**config.mk**
```make
export PLATFORM = sky130hd
export DESIGN_NAME = ex_hazard_sequencer
export DESIGN_NICKNAME = d
export VERILOG_FILES = /design/src/rtl/ex_hazard_sequencer.sv
export SDC_FILE = /design/constraint.sdc
export NUM_CORES = 1
export LEC_CHECK = 0
export BUFFER_PORTS_ARGS = -buffer_cell sky130_fd_sc_hd__buf_2
export CORE_ASPECT_RATIO = 0.6
export CORE_MARGIN = 5
export CORE_UTILIZATION = 30
export CTS_CLUSTER_SIZE = 10
export DETAILED_ROUTE_END_ITERATION = 7
export GPL_ROUTABILITY_DRIVEN = 0
export PLACE_DENSITY = 0.56
export SLEW_MARGIN = 25
export SYNTH_ARGS = -nofsm -noshare
export SYNTH_HDL_FRONTEND = slang
export SYNTH_SLANG_ARGS = --single-unit
```
**constraint.sdc**
```tcl
create_clock -name clk -period 2.4 [get_ports clk]
set_input_delay 0.24 -clock clk [delete_from_list [all_inputs] [get_ports clk]]
set_output_delay 0.24 -clock clk [all_outputs]
set_load 0.02 [all_outputs]
```
**src/rtl/ex_hazard_sequencer.sv**
```systemverilog
// Hazard and stall sequencer for the 5-stage pipeline.
// Drives the EX-stage forwarding selects, load-use bubbles and branch squashes.
// It also freezes the pipeline while either L1 cache services a miss.
// All control outputs are combinational from the current inputs.
// The registered state only feeds the miss timeout and the debug port.
module ex_hazard_sequencer #(
    parameter int MISS_TIMEOUT = 1024,
    parameter int CNT_W        = 32
) (
    input  logic             clk,
    input  logic             rst,
    input  logic [4:0]       Rs1D,
    input  logic [4:0]       Rs2D,
    input  logic [4:0]       Rs1E,
    input  logic [4:0]       Rs2E,
    input  logic [4:0]       RdE,
    input  logic [1:0]       ResultSrcE,
    input  logic [4:0]       RdM,
    input  logic             RegwriteM,
    input  logic [4:0]       RdW,
    input  logic             RegwriteW,
    input  logic             PCSrcE,
    input  logic             dmem_req_M,
    input  logic             dcache_ready,
    input  logic             icache_ready,
    output logic             StallF,
    output logic             StallD,
    output logic             StallE,
    output logic             FlushD,
    output logic             FlushE,
    output logic [1:0]       ForwardAE,
    output logic [1:0]       ForwardBE,
    output logic             miss_err,
    output logic [CNT_W-1:0] stall_cycles,
    output logic [1:0]       state
);

    typedef enum logic [1:0] {
        RUN   = 2'd0,
        DWAIT = 2'd1,
        IWAIT = 2'd2
    } state_t;

    localparam int WAIT_W = $clog2(MISS_TIMEOUT + 1);
    localparam logic [WAIT_W-1:0] WAIT_MAX = WAIT_W'(MISS_TIMEOUT);

    state_t            curState;
    state_t            nextState;
    logic [WAIT_W-1:0] waitCnt;
    logic              lu;
    logic              dmiss;
    logic              imiss;

    // Hazard conditions seen this cycle
    always_comb begin
        lu    = (ResultSrcE == 2'b01) && (RdE != 5'd0) &&
                ((RdE == Rs1D) || (RdE == Rs2D));
        dmiss = dmem_req_M && !dcache_ready;
        imiss = !icache_ready;
    end

    // Forwarding selects: memory stage beats writeback, x0 never forwarded
    always_comb begin
        ForwardAE = 2'b00;
        ForwardBE = 2'b00;
        if (rst) begin
            if (RegwriteM && (RdM != 5'd0) && (RdM == Rs1E))
                ForwardAE = 2'b10;
            else if (RegwriteW && (RdW != 5'd0) && (RdW == Rs1E))
                ForwardAE = 2'b01;
            if (RegwriteM && (RdM != 5'd0) && (RdM == Rs2E))
                ForwardBE = 2'b10;
            else if (RegwriteW && (RdW != 5'd0) && (RdW == Rs2E))
                ForwardBE = 2'b01;
        end
    end

    // Stall/flush priority: D-miss freezes everything, then branch, load-use, I-miss
    always_comb begin
        StallF = 1'b0;
        StallD = 1'b0;
        StallE = 1'b0;
        FlushD = 1'b0;
        FlushE = 1'b0;
        if (rst) begin
            if (dmiss) begin
                StallF = 1'b1;
                StallD = 1'b1;
                StallE = 1'b1;
            end else if (PCSrcE) begin
                FlushD = 1'b1;
                FlushE = 1'b1;
                StallF = imiss;
            end else if (lu) begin
                StallF = 1'b1;
                StallD = 1'b1;
                FlushE = 1'b1;
            end else if (imiss) begin
                StallF = 1'b1;
                FlushD = 1'b1;
            end
        end
    end

    // Miss-wait state transitions
    always_comb begin
        nextState = curState;
        case (curState)
            RUN: begin
                if (dmiss)
                    nextState = DWAIT;
                else if (imiss)
                    nextState = IWAIT;
            end
            DWAIT: begin
                if (dcache_ready)
                    nextState = RUN;
            end
            IWAIT: begin
                if (dmiss)
                    nextState = DWAIT;
                else if (icache_ready)
                    nextState = RUN;
            end
            default: nextState = RUN;
        endcase
    end

    // State, saturating wait counter, sticky timeout flag and stall counter
    always_ff @(posedge clk or negedge rst) begin
        if (!rst) begin
            curState     <= RUN;
            waitCnt      <= '0;
            miss_err     <= 1'b0;
            stall_cycles <= '0;
        end else begin
            curState <= nextState;
            if (nextState == RUN)
                waitCnt <= '0;
            else if ((curState != RUN) && (waitCnt != WAIT_MAX))
                waitCnt <= waitCnt + 1'b1;
            if ((curState != RUN) && (waitCnt >= WAIT_MAX - 1'b1))
                miss_err <= 1'b1;
            if (StallF)
                stall_cycles <= stall_cycles + CNT_W'(1);
        end
    end

    assign state = curState;

endmodule
```
==> results of run 1 <==
area by class of cell:
cell class                      count  share of cell area (%)
Multi-Input combinational cell    216                    44.0
Clock buffer                        5                    3.59
Timing Repair Buffer               94                    14.3
Inverter                            6                   0.646
Tap cell                          116                    4.16
Clock inverter                      2                   0.287
Sequential cell                    46                    33.0
cell usage after synthesis (2+ instances only):
library cell and number:
nor4_1 17, nor4b_1 2, and3_1 11, ha_1 3, xnor2_1 19, and4_1 4, nand4_1 7, nor4_2 5
and2_1 5, or4_1 5, buf_6 3, nor3_1 6, dfrtp_1 46, inv_1 6, xor2_1 49, o21ai_0 5
or3_1 3, nand2_1 21, nand2b_1 2, nor2_1 16, clkbuf_1 5, nand3_1 14, a21oi_1 6
per-stage QoR:
| step | area (um2) | hold slack [ps] | worst slack [ps] | utilization [%] | cells |
|---|---|---|---|---|---|
| after floorplan | 2770 | -55.6 | 403 | - | 277 |
| after global placement | 3350 | 306 | 248 | 36.9 | 478 |
| after detailed placement | 3350 | 316 | 221 | 36.9 | 478 |
| after CTS | 3490 | 7.86 | 308 | 38.4 | 485 |
| after global routing | 3490 | 35.8 | 218 | 38.4 | 485 |
| final | 3490 | 0.738 | 321 | 38.4 | 485 |
kinds of logic after synthesis:
kind of cell,Yosys count
simple gates,124
xor+xnor,68
flops,46
compound gates,19
buf+inv,15
fa+ha+maj,3
mux,2
power by group through the flow:
stage	logic (uW)	registers (uW)	clock network, uW
4_1_cts	622	991	685
6_report	610	992	664
2_1_floorplan	268	1090	0
3_5_place_dp	620	1000	0
5_1_grt	669	1010	714
3_3_place_gp	611	1000	0
metal layers:
metal  global-route usage [%]  vias to the layer above  routed length, um
li1                         -                     1153                  -
met3                     3.23                        6                291
met5                        0                        -                  0
met1                     19.2                     1119               3740
met4                     3.36                        0                 63
met2                     18.6                       40               3010
registers in the layout, indices dropped and copies added, names as in the netlist:
name and cells:
stall_cycles 32, waitCnt 11, state 2, miss_err 1
path summary, 6_finish.rpt:
kind / from / endpoint / slack, ps / cells past startpoint
min: rst / stall_cycles[4] / 0.7 / 2
min in group clk: dcache_ready / state[0] / 140 / 2
min reg2reg: stall_cycles[31] / stall_cycles[31] / 480 / 1
max reg2reg: stall_cycles[7] / stall_cycles[31] / 420 / 5
max: RdE[1] / StallF / 320 / 8
max in group asynchronous: rst / state[1] / 1980 / 2
worst reg2reg max path, stage by stage, from the launching register on:
cell and delay, ps:
dfrtp_1 430, and4_1 290, and4_1 390, nand4_1 260
nor4_1 350, xor2_1 190
==> impl_metrics.ini, run 1 <==
[placed_design]
hpwl_mm = 5.63
port_buffers = 88

[yosys]
synth_flop_cell = dfrtp_1
ys_seq_area_share_pct = 41.6
yosys.area_share.simple_pct = 26.5
synth_xor_area_share_pct = 21.5
yosysTopAreaCellShare_pct = 41.6
synth_compound_area_share_pct = 5.34
synth_enable_flop_cells = 0
synth_top_family_by_area = simple AND/OR/NAND/NOR gates
synthMuxAreaShare_pct = 0.769
synth_fa_ha_area_share_pct = 1.36
synth.top_cells.by_area = dfrtp_1 42%, xor2_1 16%, xnor2_1 6.0%, nor4_1 3.8%, nand2_1 2.8%
synth-seq-cells = 46
postSynthCellCount = 277
async_flop_share_pct = 100
synth_fp_nets = 325
ys_warn_count = 0
synth_top_area_cell = dfrtp_1
syn_avg_cell_area_um2 = 9.99
synthesis.area_um2 = 2770
synth.distinct_cells = 40

[clock_network]
clock-sinks = 46
cts_buffer_depth = 2
holdBufCountCts = 0
post-cts-setup-buffer-count = 0
cts-root-buf = clkbuf_16
htree_levels = 2
cts_buffers = 5
insertion_delay_ps = 290
ctsResizeCount = 0
cts.clk_slew.worst_paths_ps = 60
cts_tree = done

[global_route]
grt_max_degree = 38
grt_pass1_vias = 2332
grt_use_total_pct = 12.9
antenna_found_initial = 0
grt_pass1_wl_mm = 11.8
grt-ovfl-total = 0

[final_layout]
area.growth.synth_to_final_pct = 26.1
nets = 417
drive_gt1_share_pct = 30.6
ff_latch_area_um2 = 1150
multi_input_area_um2 = 1540
layout_common_cells = 88 x buf_2, 49 x xor2_1, 46 x dfrtp_1, 21 x nand2_1, 19 x xnor2_1
antenna_cells = 0
final_common_cell = buf_2
nFillCells = 905

[route]
dr.pass1.iters = 4
drtAntennaViolNets = 0
wl_per_cell_um = 14.6
via_per_inst = 4.78
via_count = 2318
first_iter_violations = 127
wl_mm = 7.10
drc = 0

[setup_path]
path_buf_inv = 4
cp-end-kind = primary output
cp_slowest_cell = or4_1
crit_chain = buf_2 -> or4_1 -> nor2_1 -> nor3b_2 -> a41oi_4 -> buf_12 -> inv_1 -> buf_2
cp_slowest_stage_delay_ps = 520
cp_data_required_time_ps = 2160
cpMostUsedCell = buf_2
critical_path_class = input pin to primary output
critPathTopFamily = simple AND/OR/NAND/NOR gates
critPathArrivalTime_ps = 1840
critPathMaxFanout = 12
startpoint_type = input pin

[power]
leakagePower_uw = 0.00167
p_switching_uw = 793
seq_power_share_pct = 43.8
internal_power_uw = 1470
power_frac_comb_pct = 26.9
ir_worst_vdd_mv = 0.538
switching_share_pct = 35.0
clkPwrFrac_pct = 29.3
power_density_nw_per_um2 = 650
finalPower_uw = 2270

[timing]
hold_viol_final = 0
worstMarginPinSlew_ps = 759
fin_tns_setup_ps = 0
period_share_pct = 86.6
relSlewSlack_pct = 49.2
drv_slew = 0
rsz0062_at_grt = no
finClkSkew_ps = 6.73
fin_crit_ps = 2080
setup_viol_count_final = 0
max_freq_mhz = 481

[worst_hold_path]
min_path_type = input pin to async pin

[floorplan]
dieWidth_um = 134
dieHeight_um = 84.4
dieArea_um2 = 11300
coreArea_um2 = 9090
rows = 27
io_pins = 89
start_util_pct = 30.4

[run]
drv_cap = 0

[run_status]
status = finished, final reports clean
No activity file was read; power rests on OpenSTA's default activity.
==> run 2: changes to the inputs <==
--- a/config.mk
+++ b/config.mk
@@ -6,12 +6,12 @@
 export NUM_CORES = 1
 export LEC_CHECK = 0
 export BUFFER_PORTS_ARGS = -buffer_cell sky130_fd_sc_hd__buf_2
-export CORE_ASPECT_RATIO = 0.6
 export CORE_MARGIN = 5
 export CORE_UTILIZATION = 30
 export CTS_CLUSTER_SIZE = 10
 export DETAILED_ROUTE_END_ITERATION = 7
 export GPL_ROUTABILITY_DRIVEN = 0
+export HOLD_SLACK_MARGIN = 0.03
 export PLACE_DENSITY = 0.56
 export SLEW_MARGIN = 25
 export SYNTH_ARGS = -nofsm -noshare
==> run 2 against run 1 <==
Global-route usage shrank 0.64 points. Total power shrank 9.8%. Cell area down 2.3%. Combinational power decreased by 3%. Clock skew fell by 1.2 ps. First-iteration DRC count fell by 45%. Sequential power fell by 0.5%. Sequential share of layout area increased by 0.79 points. Via count decreased by 1.4%. Wire length shrank 4.2%. Largest power group unchanged. Highest routed layer unchanged.
==> impl_metrics.ini, run 2 (synthesis results as in run 1) <==
[global_route]
grt-ovfl-total = 0
grt_max_degree = 50
antenna_found_initial = 0
grt_use_total_pct = 12.3
grt_pass1_vias = 2373
grt_pass1_wl_mm = 11.4

[final_layout]
antenna_cells = 0
design_area_um2 = 3410
area.growth.synth_to_final_pct = 23.1
finalNonFillerCells = 476
nets = 414
drive_gt1_share_pct = 29.9
largest-register = stall_cycles
fin_util_pct = 37.4
nFillCells = 949
final_common_cell = buf_2
largest_reg_flops = 32
layout_common_cells = 88 x buf_2, 49 x xor2_1, 46 x dfrtp_1, 21 x nand2_1, 19 x xnor2_1

[timing]
period_share_pct = 84.0
finClkSkew_ps = 5.56
fin_tns_setup_ps = 0
relSlewSlack_pct = 51.9
hold_viol_final = 0
setup_viol_count_final = 0
drv_slew = 0
worstMarginPinSlew_ps = 718
max_freq_mhz = 496
rsz0062_at_grt = no
fin_crit_ps = 2020

[setup_path]
cpMostUsedCell = buf_2
cp_slowest_stage_delay_ps = 520
cp-end-kind = primary output
critPathMaxFanout = 33
reg2reg_depth = 5
critPathArrivalTime_ps = 1780
crit_chain = buf_2 -> or4_1 -> nor2_1 -> nor3b_2 -> a41oi_4 -> buf_12 -> inv_1 -> buf_2
cp_data_required_time_ps = 2160
critical_path_class = input pin to primary output
rr_startpoint = stall_cycles[8]
startpoint_type = input pin
cp_slowest_cell = or4_1
r2r_slack_ps = 420
r2r-end = stall_cycles[31]

[placed_design]
port_buffers = 88
hpwl_mm = 5.16
placed_cells = 470
postPlaceCellArea_um2 = 3320

[run]
drv_cap = 0

[clock_network]
cts_tree = done
insertion_delay_ps = 290
holdBufCountCts = 0
cts_buffers = 5
clock-sinks = 46
ctsResizeCount = 0
htree_levels = 2
cts_buffer_depth = 2
post-cts-setup-buffer-count = 0
cts-root-buf = clkbuf_8
cts.clk_slew.worst_paths_ps = 80

[floorplan]
dieHeight_um = 106
coreArea_um2 = 9110
dieArea_um2 = 11200
rows = 35
start_util_pct = 30.4
io_pins = 89
dieWidth_um = 106

[worst_hold_path]
hold_depth = 2
min_path_type = input pin to register
hold_end = state[0]
hold_start = dcache_ready

[route]
dr.pass1.iters = 4
wl_mm = 6.81
via_per_inst = 4.80
wl_per_cell_um = 14.3
drtAntennaViolNets = 0
first_iter_violations = 70
drc = 0
via_count = 2286

[power]
power_density_nw_per_um2 = 600
leakagePower_uw = 0.00163
finalPower_uw = 2040
ir_worst_vdd_mv = 0.496

[run_status]
status = finished, final reports clean
run 2: changes by cell type in the layout (fill, tap and decap cells not counted), sizes merged:
cell / change
clkinv: -2
clkbuf: +1
buf: -3
run 2: worst max-delay path by stage:
| stage | start | to | slack (ps) | depth (start not counted) |
|---|---|---|---|---|
| after floorplan | RdM[1] | ForwardAE[0] | 400 | 4 |
| after global placement | RdE[1] | stall_cycles[13] | 350 | 8 |
| after detailed placement | RdE[1] | stall_cycles[13] | 330 | 8 |
| after CTS | RdE[1] | StallF | 370 | 8 |
| after global routing | stall_cycles[8] | stall_cycles[31] | 240 | 5 |
| final | RdE[1] | StallF | 380 | 8 |
run 2: where the power goes:
part	switching, uW	internal, uW
Combinational	370	223
Clock	241	223
Sequential	120	868
Total	730	1310
run 2: final cells by class:
class | count | area, um2 | share of cell area, %
Tap cell | 111 | 139 | 4.08
Inverter | 6 | 22.5 | 0.661
Clock buffer | 6 | 82.6 | 2.42
Multi-Input combinational cell | 216 | 1540 | 45.1
Sequential cell | 46 | 1150 | 33.8
Timing Repair Buffer | 91 | 475 | 14.0
run 2: layer usage:
metal  part of all wire, %  wire, um  up-vias  global-route usage, %
li1                      -         -     1156                      -
met1                    48      3290     1078                   16.6
met2                    47      3170       50                   20.1
met3                   4.9       335        2                   3.28
met4                  0.21        14        0                   2.04
met5                     0         0        -                      0
run 2: worst max-delay path: cells and delay by family:
kind | cells | cell delay [ps]
AO/OA/AOI/OAI | 1 | 240
AND/OR/NAND/NOR | 3 | 730
buffers and inverters | 4 | 540
run 2: per-stage QoR:
stage / setup slack [ps] / hold slack [ps]
2_1_floorplan: 403 / -55.6
3_3_place_gp: 346 / 433
3_5_place_dp: 330 / 439
4_1_cts: 369 / 125
5_1_grt: 244 / 133
6_report: 385 / 134
